File: src/rtl/mem_pkg.sv
// Shared encodings for the two-port ram arbiter: transfer lengths, read/write
// polarity, requester ids and FSM states.
package mem_pkg;
  localparam logic [1:0] LEN_BYTE = 2'd0;
  localparam logic [1:0] LEN_HALF = 2'd1;
  localparam logic [1:0] LEN_WORD = 2'd2;

  localparam logic RW_READ  = 1'b1;
  localparam logic RW_WRITE = 1'b0;

  localparam logic PORT_I = 1'b0;
  localparam logic PORT_D = 1'b1;

  localparam logic [1:0] ST_IDLE    = 2'd0;
  localparam logic [1:0] ST_ACCESS  = 2'd1;
  localparam logic [1:0] ST_RELEASE = 2'd2;
  localparam logic [1:0] ST_RESP    = 2'd3;
endpackage

File: src/rtl/mem_align_check.sv
// Legality of a ram access: only the two low address bits matter for alignment.
module mem_align_check
  import mem_pkg::*;
(
  input  logic [1:0] len,
  input  logic [1:0] addr,
  output logic       legal
);
  always_comb begin
    legal = 1'b0;
    case (len)
      LEN_BYTE: legal = 1'b1;
      LEN_HALF: legal = ~addr[0];
      LEN_WORD: legal = (addr == 2'b00);
      default:  legal = 1'b0;
    endcase
  end
endmodule

File: src/rtl/mem_arbiter.sv
// Round-robin arbiter sharing one ram between instruction fetch (I) and the
// load/store unit (D); sequences enable/mfc with a completion timeout.
module mem_arbiter
  import mem_pkg::*;
#(
  parameter int ADDR_W  = 9,
  parameter int DATA_W  = 32,
  parameter int TIMEOUT = 16
) (
  input  logic              clk,
  input  logic              reset,
  input  logic              i_req,
  input  logic [ADDR_W-1:0] i_addr,
  output logic              i_ready,
  output logic [DATA_W-1:0] i_rdata,
  output logic              i_err,
  input  logic              d_req,
  input  logic              d_rw,
  input  logic [1:0]        d_len,
  input  logic [ADDR_W-1:0] d_addr,
  input  logic [DATA_W-1:0] d_wdata,
  output logic              d_ready,
  output logic [DATA_W-1:0] d_rdata,
  output logic              d_err,
  output logic              ram_enable,
  output logic              ram_read_write,
  output logic [1:0]        ram_data_length,
  output logic [ADDR_W-1:0] ram_address,
  output logic [DATA_W-1:0] ram_data_in,
  input  logic [DATA_W-1:0] ram_data_out,
  input  logic              ram_mfc
);
  localparam int TW = $clog2(TIMEOUT + 1);
  localparam logic [TW-1:0] TO_LAST = TW'(TIMEOUT - 1);

  logic [1:0]        state_q, state_d;
  logic              last_grant_q, last_grant_d;
  logic              port_q, port_d;
  logic              err_q, err_d;
  logic [DATA_W-1:0] rdata_q, rdata_d;
  logic [TW-1:0]     timer_q, timer_d;
  logic              ram_enable_q, ram_enable_d;
  logic              ram_rw_q, ram_rw_d;
  logic [1:0]        ram_len_q, ram_len_d;
  logic [ADDR_W-1:0] ram_addr_q, ram_addr_d;
  logic [DATA_W-1:0] ram_wdata_q, ram_wdata_d;
  logic              i_ready_q, i_ready_d, i_err_q, i_err_d;
  logic              d_ready_q, d_ready_d, d_err_q, d_err_d;
  logic [DATA_W-1:0] i_rdata_q, i_rdata_d, d_rdata_q, d_rdata_d;

  // Candidate request as it would be latched at grant
  logic              gnt_port, sel_rw, sel_legal;
  logic [1:0]        sel_len;
  logic [ADDR_W-1:0] sel_addr;
  logic [DATA_W-1:0] sel_wdata;

  always_comb begin
    gnt_port  = (i_req && d_req) ? ~last_grant_q : (d_req ? PORT_D : PORT_I);
    sel_rw    = (gnt_port == PORT_D) ? d_rw    : RW_READ;
    sel_len   = (gnt_port == PORT_D) ? d_len   : LEN_WORD;
    sel_addr  = (gnt_port == PORT_D) ? d_addr  : i_addr;
    sel_wdata = (gnt_port == PORT_D) ? d_wdata : '0;
  end

  mem_align_check u_align (
    .len   (sel_len),
    .addr  (sel_addr[1:0]),
    .legal (sel_legal)
  );

  always_comb begin
    state_d      = state_q;
    last_grant_d = last_grant_q;
    port_d       = port_q;
    err_d        = err_q;
    rdata_d      = rdata_q;
    timer_d      = timer_q;
    ram_enable_d = ram_enable_q;
    ram_rw_d     = ram_rw_q;
    ram_len_d    = ram_len_q;
    ram_addr_d   = ram_addr_q;
    ram_wdata_d  = ram_wdata_q;
    i_ready_d    = 1'b0;
    d_ready_d    = 1'b0;
    i_err_d      = i_err_q;
    d_err_d      = d_err_q;
    i_rdata_d    = i_rdata_q;
    d_rdata_d    = d_rdata_q;
    case (state_q)
      ST_IDLE: begin
        if (i_req || d_req) begin
          last_grant_d = gnt_port;
          port_d       = gnt_port;
          rdata_d      = '0;
          if (sel_legal) begin
            ram_enable_d = 1'b1;
            ram_rw_d     = sel_rw;
            ram_len_d    = sel_len;
            ram_addr_d   = sel_addr;
            ram_wdata_d  = sel_wdata;
            timer_d      = '0;
            err_d        = 1'b0;
            state_d      = ST_ACCESS;
          end else begin
            err_d   = 1'b1;
            state_d = ST_RESP;
          end
        end
      end
      ST_ACCESS: begin
        timer_d = timer_q + 1'b1;
        if (ram_mfc) begin
          rdata_d      = (ram_rw_q == RW_READ) ? ram_data_out : '0;
          ram_enable_d = 1'b0;
          state_d      = ST_RELEASE;
        end else if (timer_q == TO_LAST) begin
          ram_enable_d = 1'b0;
          err_d        = 1'b1;
          state_d      = ST_RELEASE;
        end
      end
      // Wait for the ram to withdraw mfc so the next access starts clean
      ST_RELEASE: begin
        if (!ram_mfc) state_d = ST_RESP;
      end
      default: begin
        if (port_q == PORT_D) begin
          d_ready_d = 1'b1;
          d_rdata_d = rdata_q;
          d_err_d   = err_q;
        end else begin
          i_ready_d = 1'b1;
          i_rdata_d = rdata_q;
          i_err_d   = err_q;
        end
        state_d = ST_IDLE;
      end
    endcase
  end

  always_ff @(posedge clk or posedge reset) begin
    if (reset) begin
      state_q      <= ST_IDLE;
      last_grant_q <= PORT_I;
      port_q       <= PORT_I;
      err_q        <= 1'b0;
      rdata_q      <= '0;
      timer_q      <= '0;
      ram_enable_q <= 1'b0;
      ram_rw_q     <= 1'b0;
      ram_len_q    <= 2'd0;
      ram_addr_q   <= '0;
      ram_wdata_q  <= '0;
      i_ready_q    <= 1'b0;
      d_ready_q    <= 1'b0;
      i_err_q      <= 1'b0;
      d_err_q      <= 1'b0;
      i_rdata_q    <= '0;
      d_rdata_q    <= '0;
    end else begin
      state_q      <= state_d;
      last_grant_q <= last_grant_d;
      port_q       <= port_d;
      err_q        <= err_d;
      rdata_q      <= rdata_d;
      timer_q      <= timer_d;
      ram_enable_q <= ram_enable_d;
      ram_rw_q     <= ram_rw_d;
      ram_len_q    <= ram_len_d;
      ram_addr_q   <= ram_addr_d;
      ram_wdata_q  <= ram_wdata_d;
      i_ready_q    <= i_ready_d;
      d_ready_q    <= d_ready_d;
      i_err_q      <= i_err_d;
      d_err_q      <= d_err_d;
      i_rdata_q    <= i_rdata_d;
      d_rdata_q    <= d_rdata_d;
    end
  end

  assign i_ready         = i_ready_q;
  assign i_rdata         = i_rdata_q;
  assign i_err           = i_err_q;
  assign d_ready         = d_ready_q;
  assign d_rdata         = d_rdata_q;
  assign d_err           = d_err_q;
  assign ram_enable      = ram_enable_q;
  assign ram_read_write  = ram_rw_q;
  assign ram_data_length = ram_len_q;
  assign ram_address     = ram_addr_q;
  assign ram_data_in     = ram_wdata_q;
endmodule

File: config.mk
export PLATFORM = sky130hd
export DESIGN_NAME = mem_arbiter
export DESIGN_NICKNAME = d
export VERILOG_FILES = /design/src/rtl/mem_pkg.sv /design/src/rtl/mem_align_check.sv /design/src/rtl/mem_arbiter.sv
export SDC_FILE = /design/constraint.sdc
export NUM_CORES = 1
export LEC_CHECK = 0
export BUFFER_PORTS_ARGS = -buffer_cell sky130_fd_sc_hd__buf_2
export CAP_MARGIN = 20
export CORE_UTILIZATION = 50
export DETAILED_ROUTE_END_ITERATION = 8
export PLACE_DENSITY = 0.79
export SLEW_MARGIN = 20
export SYNTH_ARGS = -nofsm -noshare
export SYNTH_HDL_FRONTEND = slang
export SYNTH_SLANG_ARGS = --single-unit
File: constraint.sdc
create_clock -name clk -period 7.13 [get_ports clk]
set_input_delay 1.426 -clock clk [delete_from_list [all_inputs] [get_ports clk]]
set_output_delay 1.426 -clock clk [all_outputs]
set_load 0.02 [all_outputs]
## Word-level counts from Yosys, hierarchy flattened

Cells that the tools add are included.

- Input bits: 90
- Flip-flop bits (word level): 154
- Word-level logic and storage cells: 82

- Equal/unequal tests: 12
- Add/subtract/negate cells: 1
- Reductions and logical operators: 16
- Bitwise logic cells: 3
- Mux-type cells: 34

Operators by type and width:

| cell | count |
|---|---|
| two-way mux 32 bit | 4 |
| case mux 32 bit (2 select lines) | 1 |
| two-way mux 1 bit | 15 |
| two-way mux 2 bit | 6 |
| != test 2 bit (second input constant) | 6 |
| AND reduction 3 bit | 4 |
| two-way mux 5 bit | 2 |
| case mux 5 bit (2 select lines) | 1 |
| two-way mux 9 bit | 1 |
| AND reduction 4 bit | 2 |
| logical NOT 2 bit | 3 |
| case mux 2 bit (3 select lines) | 1 |
| AND reduction 2 bit | 3 |
| adder 5 x 1 -> 5 bit (second input constant) | 1 |
| == test 5 x 4 -> 1 bit (second input constant) | 1 |
| == test 2 x 1 -> 1 bit (second input constant) | 2 |
| == test 2 bit (second input constant) | 2 |
| case mux 1 bit (2 select lines) | 2 |
| != test 3 bit (second input constant) | 1 |
| inverter 1 bit | 3 |
| case mux 1 bit (3 select lines) | 1 |
| OR reduction 3 bit | 1 |
| nonzero test 2 bit | 1 |
| logical AND 1 bit | 1 |
| logical OR 1 bit | 1 |

## Depth between registers and ports, before layout

Gate-level depths: netlist (run 1).

- Depth after elaboration: 8
- Depth in mapped cells: 8

## Cells and area by module

A second synthesis (run 1) with hierarchy kept.

- Cell total of the unflattened synthesis: 478
- Area total of the unflattened synthesis: 6269.8 µm²

By module, submodules not included:

| module | cells each | area an instance (µm²) | instances |
|---|---|---|---|
| mem_arbiter | 476 | 6256.0 | 1 |
| mem_align_check | 2 | 13.8 | 1 |

## Worst setup path before layout (run 1)

No wires, ideal clock.

- Path kind: input to register
- Start: in d_req
- End: reg ram_wdata_q[10], in the netlist ram_data_in[10]
- Stages on the path: 6
- Setup slack: 4.567 ns
- Buffers on the path: 2
- Arrival: 2.442 ns
- Cell sequence: a21boi_2 -> o21a_4 -> o21ai_1 -> buf_4 -> buf_6 -> a22o_1

- Cells in the longest elaborated chain, start to end: 6
- Elaborated cells between the ends (all ways): 14

Ends and longest elaborated chain:

| item | line | source |
|---|---|---|
| start: declaration | mem_arbiter.sv:17 | `input logic d_req,` |
| two-way mux 1 bit or logical AND 1 bit (tied branches) | mem_arbiter.sv:58 | `gnt_port = (i_req && d_req) ? ~last_grant_q : (d_req ? PORT_D : PORT_I);` |
| two-way mux 1 bit | mem_arbiter.sv:58 |  |
| two-way mux 2 bit or two-way mux 9 bit (tied branches) | mem_arbiter.sv:60, mem_arbiter.sv:61 |  |
| == test 2 bit (tied with other cells) | mem_align_check.sv:11 | `case (len)` |
| case mux 1 bit (3 select lines) | mem_align_check.sv:11 |  |
| AND reduction 3 bit (no source line) | n/a |  |
| end signal: assignment | mem_arbiter.sv:171 | `ram_wdata_q <= ram_wdata_d;` |
| end: declaration | mem_arbiter.sv:46 | `logic [DATA_W-1:0] ram_wdata_q, ram_wdata_d;` |

Several ways; a longest one is shown, not always the timed one.
A chain may end at the register's enable or synchronous reset.

## Worst setup path in the final report (run 1)

- Start: in i_req
- End: reg ram_wdata_q[10], in the netlist ram_data_in[10]

- Cells in the longest elaborated chain, start to end: 6
- Elaborated cells between the ends (all ways): 13

Ends and longest elaborated chain:

| item | line | source |
|---|---|---|
| start: declaration | mem_arbiter.sv:12 | `input logic i_req,` |
| logical AND 1 bit | mem_arbiter.sv:58 |  |
| two-way mux 1 bit | mem_arbiter.sv:58 |  |
| two-way mux 2 bit or two-way mux 9 bit (tied branches) | mem_arbiter.sv:60, mem_arbiter.sv:61 |  |
| == test 2 bit (tied with other cells) | mem_align_check.sv:11 |  |
| case mux 1 bit (3 select lines) | mem_align_check.sv:11 |  |
| AND reduction 3 bit (no source line) | n/a |  |

Several ways; a longest one is shown, not always the timed one.

==> results of run 1 <==
[layout by cell type (no fill, tap or decap), drive strengths merged, types with 2 or more instances in the layout]
master,count
a21oi,4
a22o,31
and2,2
buf,206
bufinv,3
clkbuf,18
clkinv,4
clkinvlp,3
dfrtp,154
ha,6
inv,7
mux2,66
mux2i,9
nand2,89
nand2b,4
nand3,33
nor2,12
nor3,2
nor3b,2
o21a,2
o21ai,20
o31ai,3
[sequential cells by signal (all words and copies together) (netlist names)]
| signal | count |
|---|---|
| ram_address | 9 |
| port_q | 1 |
| ram_data_length | 2 |
| state_q | 2 |
| i_ready | 1 |
| i_err | 1 |
| d_err | 1 |
| i_rdata | 32 |
| d_ready | 1 |
| err_q | 1 |
| d_rdata | 32 |
| timer_q | 5 |
| ram_read_write | 1 |
| ram_enable | 1 |
| rdata_q | 32 |
| ram_data_in | 32 |
[final timing paths]
kind                                             start                           to  cells past startpoint
max in group asynchronous                        reset      d_rdata[23]$_DFFE_PP0P_                      3
worst max register to register  state_q[0]$_DFFE_PP0P_      rdata_q[22]$_DFFE_PP0P_                      6
worst min-delay path            timer_q[4]$_DFFE_PP0P_       timer_q[4]$_DFFE_PP0P_                      2
worst max-delay path                             i_req  ram_data_in[10]$_DFFE_PP0P_                      6
worst min register to register  timer_q[4]$_DFFE_PP0P_       timer_q[4]$_DFFE_PP0P_                      2
min in group asynchronous                        reset       ram_enable$_DFFE_PP0P_                      2
[worst max-delay path, stage by stage]
cell and delay, ns:
buf_2 0.13, a21boi_2 0.66, o21a_4 0.29, o21ai_4 0.18
buf_16 0.24, a22o_1 0.25
[per-layer routing]
metal,GRT usage,vias to the layer above,share of wire,wire length (um)
met3,0.05724,13,0.075,1022
met1,0.2887,2165,0.41,5588
met2,0.3863,188,0.50,6859
met5,0,-,0,0
met4,0.1031,0,0.015,204
li1,-,2068,-,-
[power by group through the flow]
stage	registers, mW	clock network [mW]	logic [mW]
after floorplan	1.61	0	0.554
after global placement	1.36	0	1.19
final	1.37	0.891	1.21
after detailed placement	1.37	0	1.23
after CTS	1.37	0.905	1.23
after global routing	1.41	0.947	1.31
[final cells by class]
cell class,count,area share
flip-flops and latches,154,0.4944
multi-input cells,296,0.2671
repair buffers,206,0.1366
clock buffers,18,0.05634
well taps,143,0.02295
clock inverters,11,0.01910
inverters,6,0.003531
[stage by stage]
step / cells / utilization / worst slack [ns] / hold slack (ns)
3_5_place_dp: 805 / 0.6201 / 3.663 / 0.4694
6_report: 834 / 0.6712 / 4.213 / 0.4782
2_1_floorplan: 485 / - / 1.554 / 0.4498
4_1_cts: 834 / 0.6708 / 4.069 / 0.4839
5_1_grt: 834 / 0.6712 / 4.125 / 0.5020
3_3_place_gp: 804 / 0.6176 / 3.720 / 0.4616
[cell families after synthesis]
family,share of synthesized area
muxes,0.1370
adders and majority gates,0.01234
DFF,0.6335
and+or+nand+nor,0.1055
buffers and inverters,0.02880
AOI/OAI and AO/OA,0.08145
xor gates and xnor gates,0.001440
==> flow_summary.json, run 1 <==
{
  "p_sw_frac": 0.3710,
  "ant_nets": 0,
  "tightest_slew_ns": 0.9522,
  "drt-initial-drc-count": 321,
  "yosysTopAreaCell": "dfrtp_1",
  "cts.sinks": 154,
  "cts.clk_slew.worst_paths_ns": 0.06,
  "cts_tree": "built",
  "critPathMaxFanout": 35,
  "die_y_um": 112.3,
  "ys_dominant_reg_cell": "dfrtp_1",
  "synth-edff-count": 0,
  "arrival_ns": 3.21,
  "hold_class": "reg -> reg",
  "gp_congestion": 0.7638,
  "drv_cap": 0,
  "ys_warn_count": 0,
  "cts_hold_buf": 0,
  "grt_antenna_before_repair": 0,
  "viasPerCell": 5.317,
  "cts_root_buf": "clkbuf_16",
  "dp_hpwl_um": 9603,
  "fin_skew_ns": 0.005911,
  "ys_top_cells_by_area": "dfrtp_1 (63%), mux2_2 (12%), nand2_1 (5.5%)",
  "cts_setup_buffers": 0,
  "hold_viol": 0,
  "power.share.clock": 0.257,
  "wl_per_cell_um": 16.40,
  "grt_pass1_vias": 4499,
  "wl_um": 13670,
  "route.detailed.drc": 14,
  "multiInputGateArea_mm2": 0.002082,
  "regArea_mm2": 0.003854,
  "syn_area_mm2": 0.006083,
  "synth_top_area_share": 0.6335,
  "critPathKind": "in -> reg",
  "reg2reg_slack_ns": 4.62,
  "async_reset_ff_frac": 1.000,
  "placed_cell_area_mm2": 0.007202,
  "critPathCaptureType": "flip-flop",
  "grt_overflow": 0,
  "grt_pass1_wl_um": 22370,
  "finalPower_mw": 3.470,
  "power.net_switching_mw": 1.287,
  "violations": "design-rule violations",
  "period_needed_ns": 2.917,
  "fin_nets": 777,
  "core_region_area_mm2": 0.01161,
  "cts_made_buffers": 17,
  "start_util": 0.5238,
  "cts_buffer_depth": 2,
  "syn_nets": 581,
  "ys_top_cells_by_count": "dfrtp_1 (154), nand2_1 (89), mux2_2 (66)",
  "via_count": 4434,
  "post_synth_num_cell_types": 38,
  "p_per_area_mw_per_mm2": 445.2,
  "peakVddDrop_mv": 0.2341,
  "n_fill_cell": 878,
  "cp.required_ns": 7.42,
  "fin_crit_sh": 0.4091,
  "fmax_mhz": 342.8,
  "rsz0062_at_grt": "false",
  "status": "complete, but fails checks",
  "cts_max_level": 4,
  "clkLatencyLatePin_ns": 0.41,
  "syn2layout_area_growth_pct": 28.14,
  "power.internal_mw": 2.183,
  "grt_max_degree": 91,
  "syn_inst": 485,
  "yosys.cell_count.top_type": "dfrtp_1",
  "start_kind": "input port",
  "ys_seq_area_frac": 0.6335,
  "static-leakage-power_nw": 4.347,
  "dr.pass1.iters": 7,
  "num_rows": 39,
  "synth.avg_cell_area_um2": 12.54,
  "final_area_mm2": 0.007795,
  "maxSlewViolCount": 0,
  "die_w_um": 112.3,
  "cts_resized": 0,
  "io_pins": 203,
  "combPwrFrac": 0.350,
  "slew_headroom": 0.3652,
  "ys_ff_latch": 154,
  "seqPwrFrac": 0.394,
  "setup_violations": 0,
  "dieArea_mm2": 0.01261,
  "tns_ns": 0,
  "diodes": 0,
  "drive_gt1_frac": 0.4515,
  "grtUsageTotal": 0.2319,
  "port_buffers": 202
}
(Power assumes the default switching activity.)
==> inputs of run 2 (changes only) <==
==> constraint.sdc (replaced) <==
create_clock -name clk -period 2.7 [get_ports clk]
set_input_delay 0.54 -clock clk [delete_from_list [all_inputs] [get_ports clk]]
set_output_delay 0.54 -clock clk [all_outputs]
set_load 0.02 [all_outputs]
==> run 2 against run 1 <==
Worst hold slack got worse by 0.14 ns. Largest power group unchanged. Register-to-register slack lost 4.2 ns. Final area increased by 0.75%. Global-route usage increased by 0.49 points. Core utilization increased by 0.51 points. Critical path type is now reg -> reg. The flow still finishes with violations (design-rule violations). Power grew to 2.7 times the previous value. Die area unchanged. Cell count up 1.2%. Largest cell class unchanged.
==> flow_summary.json, run 2 (synthesis results as in run 1) <==
{
  "status": "complete, but fails checks",
  "fin_crit_sh": 0.8567,
  "cts_tree": "built",
  "syn2layout_area_growth_pct": 29.10,
  "dr.pass1.iters": 8,
  "ant_nets": 0,
  "static-leakage-power_nw": 4.373,
  "hold_class": "in -> reg",
  "wl_per_cell_um": 16.79,
  "route.detailed.drc": 14,
  "crit_slowest_cell": "a21oi_4",
  "combPwrFrac": 0.349,
  "via_count": 4515,
  "power.internal_mw": 5.816,
  "path_cells": "inv_1 > ha_1 > nand2b_1 > a21oi_4 > nand3_1 > nand2_1",
  "period_needed_ns": 2.313,
  "timing.rr.end": "rdata_q[24]$_DFFE_PP0P_",
  "fin_skew_ns": 0.01495,
  "cts.clk_slew.worst_paths_ns": 0.06,
  "die_w_um": 112.3,
  "hold_viol": 0,
  "hold_depth": 2,
  "slew_headroom": 0.3957,
  "clkLatencyLatePin_ns": 0.42,
  "start_util": 0.5238,
  "grt_overflow": 0,
  "cts.sinks": 154,
  "viasPerCell": 5.350,
  "io_pins": 203,
  "wl_um": 14170,
  "p_sw_frac": 0.3733,
  "setup_violations": 0,
  "layout_common_cells": "buf_2 (202), dfrtp_1 (154), nand2_1 (89)",
  "dp_cells": 812,
  "path_depth": 6,
  "core_region_area_mm2": 0.01161,
  "final_common_cell": "buf_2",
  "worst_path_dominant_cell_family": "compound AO/OA/AOI/OAI gates",
  "gp_congestion": 0.7847,
  "finalNonFillerCells": 844,
  "cts_root_buf": "clkbuf_16",
  "critPathBufInv": 1,
  "drive_gt1_frac": 0.4543,
  "n_fill_cell": 872,
  "power.share.clock": 0.262,
  "grt_pass1_wl_um": 22780,
  "drv_cap": 0,
  "fmax_mhz": 432.3,
  "dp_hpwl_um": 9497,
  "critPathCaptureType": "flip-flop",
  "cp.required_ns": 3.05,
  "holdWs_ns": 0.3351,
  "grt_max_degree": 155,
  "peakVddDrop_mv": 0.6242,
  "violations": "design-rule violations",
  "arrival_ns": 2.66,
  "fin_ws_ns": 0.3870,
  "rsz0062_at_grt": "false",
  "critPathKind": "reg -> reg",
  "seqPwrFrac": 0.389,
  "cts_made_buffers": 17,
  "start_kind": "flip-flop",
  "worstHoldStart": "d_wdata[25]",
  "reg2reg_slack_ns": 0.39,
  "die_y_um": 112.3,
  "fin_nets": 784,
  "critPathMaxFanout": 32,
  "grt_antenna_before_repair": 1,
  "worst_r2r_startpoint": "state_q[0]$_DFFE_PP0P_",
  "cts_buffer_depth": 2,
  "num_rows": 39,
  "ff2ff_path_depth": 6,
  "maxSlewViolCount": 0,
  "dieArea_mm2": 0.01261,
  "post-place-ws_ns": 0.4241,
  "tightest_slew_ns": 0.9045,
  "port_buffers": 202,
  "tns_ns": 0,
  "cts_resized": 0,
  "max_stage_delay_ns": 0.77,
  "grt_pass1_vias": 4614,
  "cts_hold_buf": 0,
  "power.net_switching_mw": 3.464,
  "cts_setup_buffers": 0,
  "drt-initial-drc-count": 323,
  "cts_max_level": 4,
  "p_per_area_mw_per_mm2": 1182,
  "grtUsageTotal": 0.2369,
  "min_to": "ram_data_in[25]$_DFFE_PP0P_"
}
run 2: worst register-to-register path: cells and delay by family, from the launching register on:
kind                     cells  cell delay [ns]
flip-flops                   1             0.43
AND/OR/NAND/NOR              3             0.56
buffers and inverters        1             0.11
adder cells (fa/ha/maj)      1             0.37
AO/OA/AOI/OAI                1             0.77
run 2: layout make-up:
cell class	instances	area [um2]	share of cell area
sequential	154	3854	0.4907
multi-input combinational	296	2079	0.2648
timing repair buffer	213	1106	0.1408
clock buffer	19	442.9	0.05640
tap	143	178.9	0.02278
clock inverter	12	163.9	0.02087
inverter	6	26.28	0.003346
antenna	1	2.502	0.0003186
run 2: power groups by stage:
stage / registers, mW / logic (mW) / clock network [mW]
2_1_floorplan: 4.26 / 1.46 / 0
3_3_place_gp: 3.59 / 3.17 / 0
3_5_place_dp: 3.62 / 3.27 / 0
4_1_cts: 3.61 / 3.27 / 2.48
5_1_grt: 3.71 / 3.49 / 2.58
6_report: 3.61 / 3.24 / 2.43
run 2: per-stage QoR:
step	area [um2]	total power, mW	utilization
floorplan	6087	5.719	-
global placement	7244	6.764	0.6238
detailed placement	7244	6.888	0.6238
CTS	7851	9.358	0.6760
global route	7854	9.784	0.6763
finish	7854	9.280	0.6763
run 2: worst max path at each step:
| stage | startpoint | to |
|---|---|---|
| 2_1_floorplan | reset | d_err$_DFFE_PP0P_ |
| 3_3_place_gp | state_q[0]$_DFFE_PP0P_ | rdata_q[25]$_DFFE_PP0P_ |
| 3_5_place_dp | state_q[0]$_DFFE_PP0P_ | rdata_q[24]$_DFFE_PP0P_ |
| 4_1_cts | state_q[0]$_DFFE_PP0P_ | rdata_q[4]$_DFFE_PP0P_ |
| 5_1_grt | state_q[0]$_DFFE_PP0P_ | rdata_q[11]$_DFFE_PP0P_ |
| 6_report | state_q[0]$_DFFE_PP0P_ | rdata_q[24]$_DFFE_PP0P_ |
run 2: per-layer routing:
layer | share of wire | GRT usage | vias to the layer above | routed length (um)
met4 | 0.017 | 0.08889 | 0 | 235
met5 | 0 | 0 | - | 0
met1 | 0.41 | 0.2863 | 2200 | 5796
met3 | 0.074 | 0.06857 | 17 | 1050
met2 | 0.50 | 0.4041 | 222 | 7087
li1 | - | - | 2076 | -
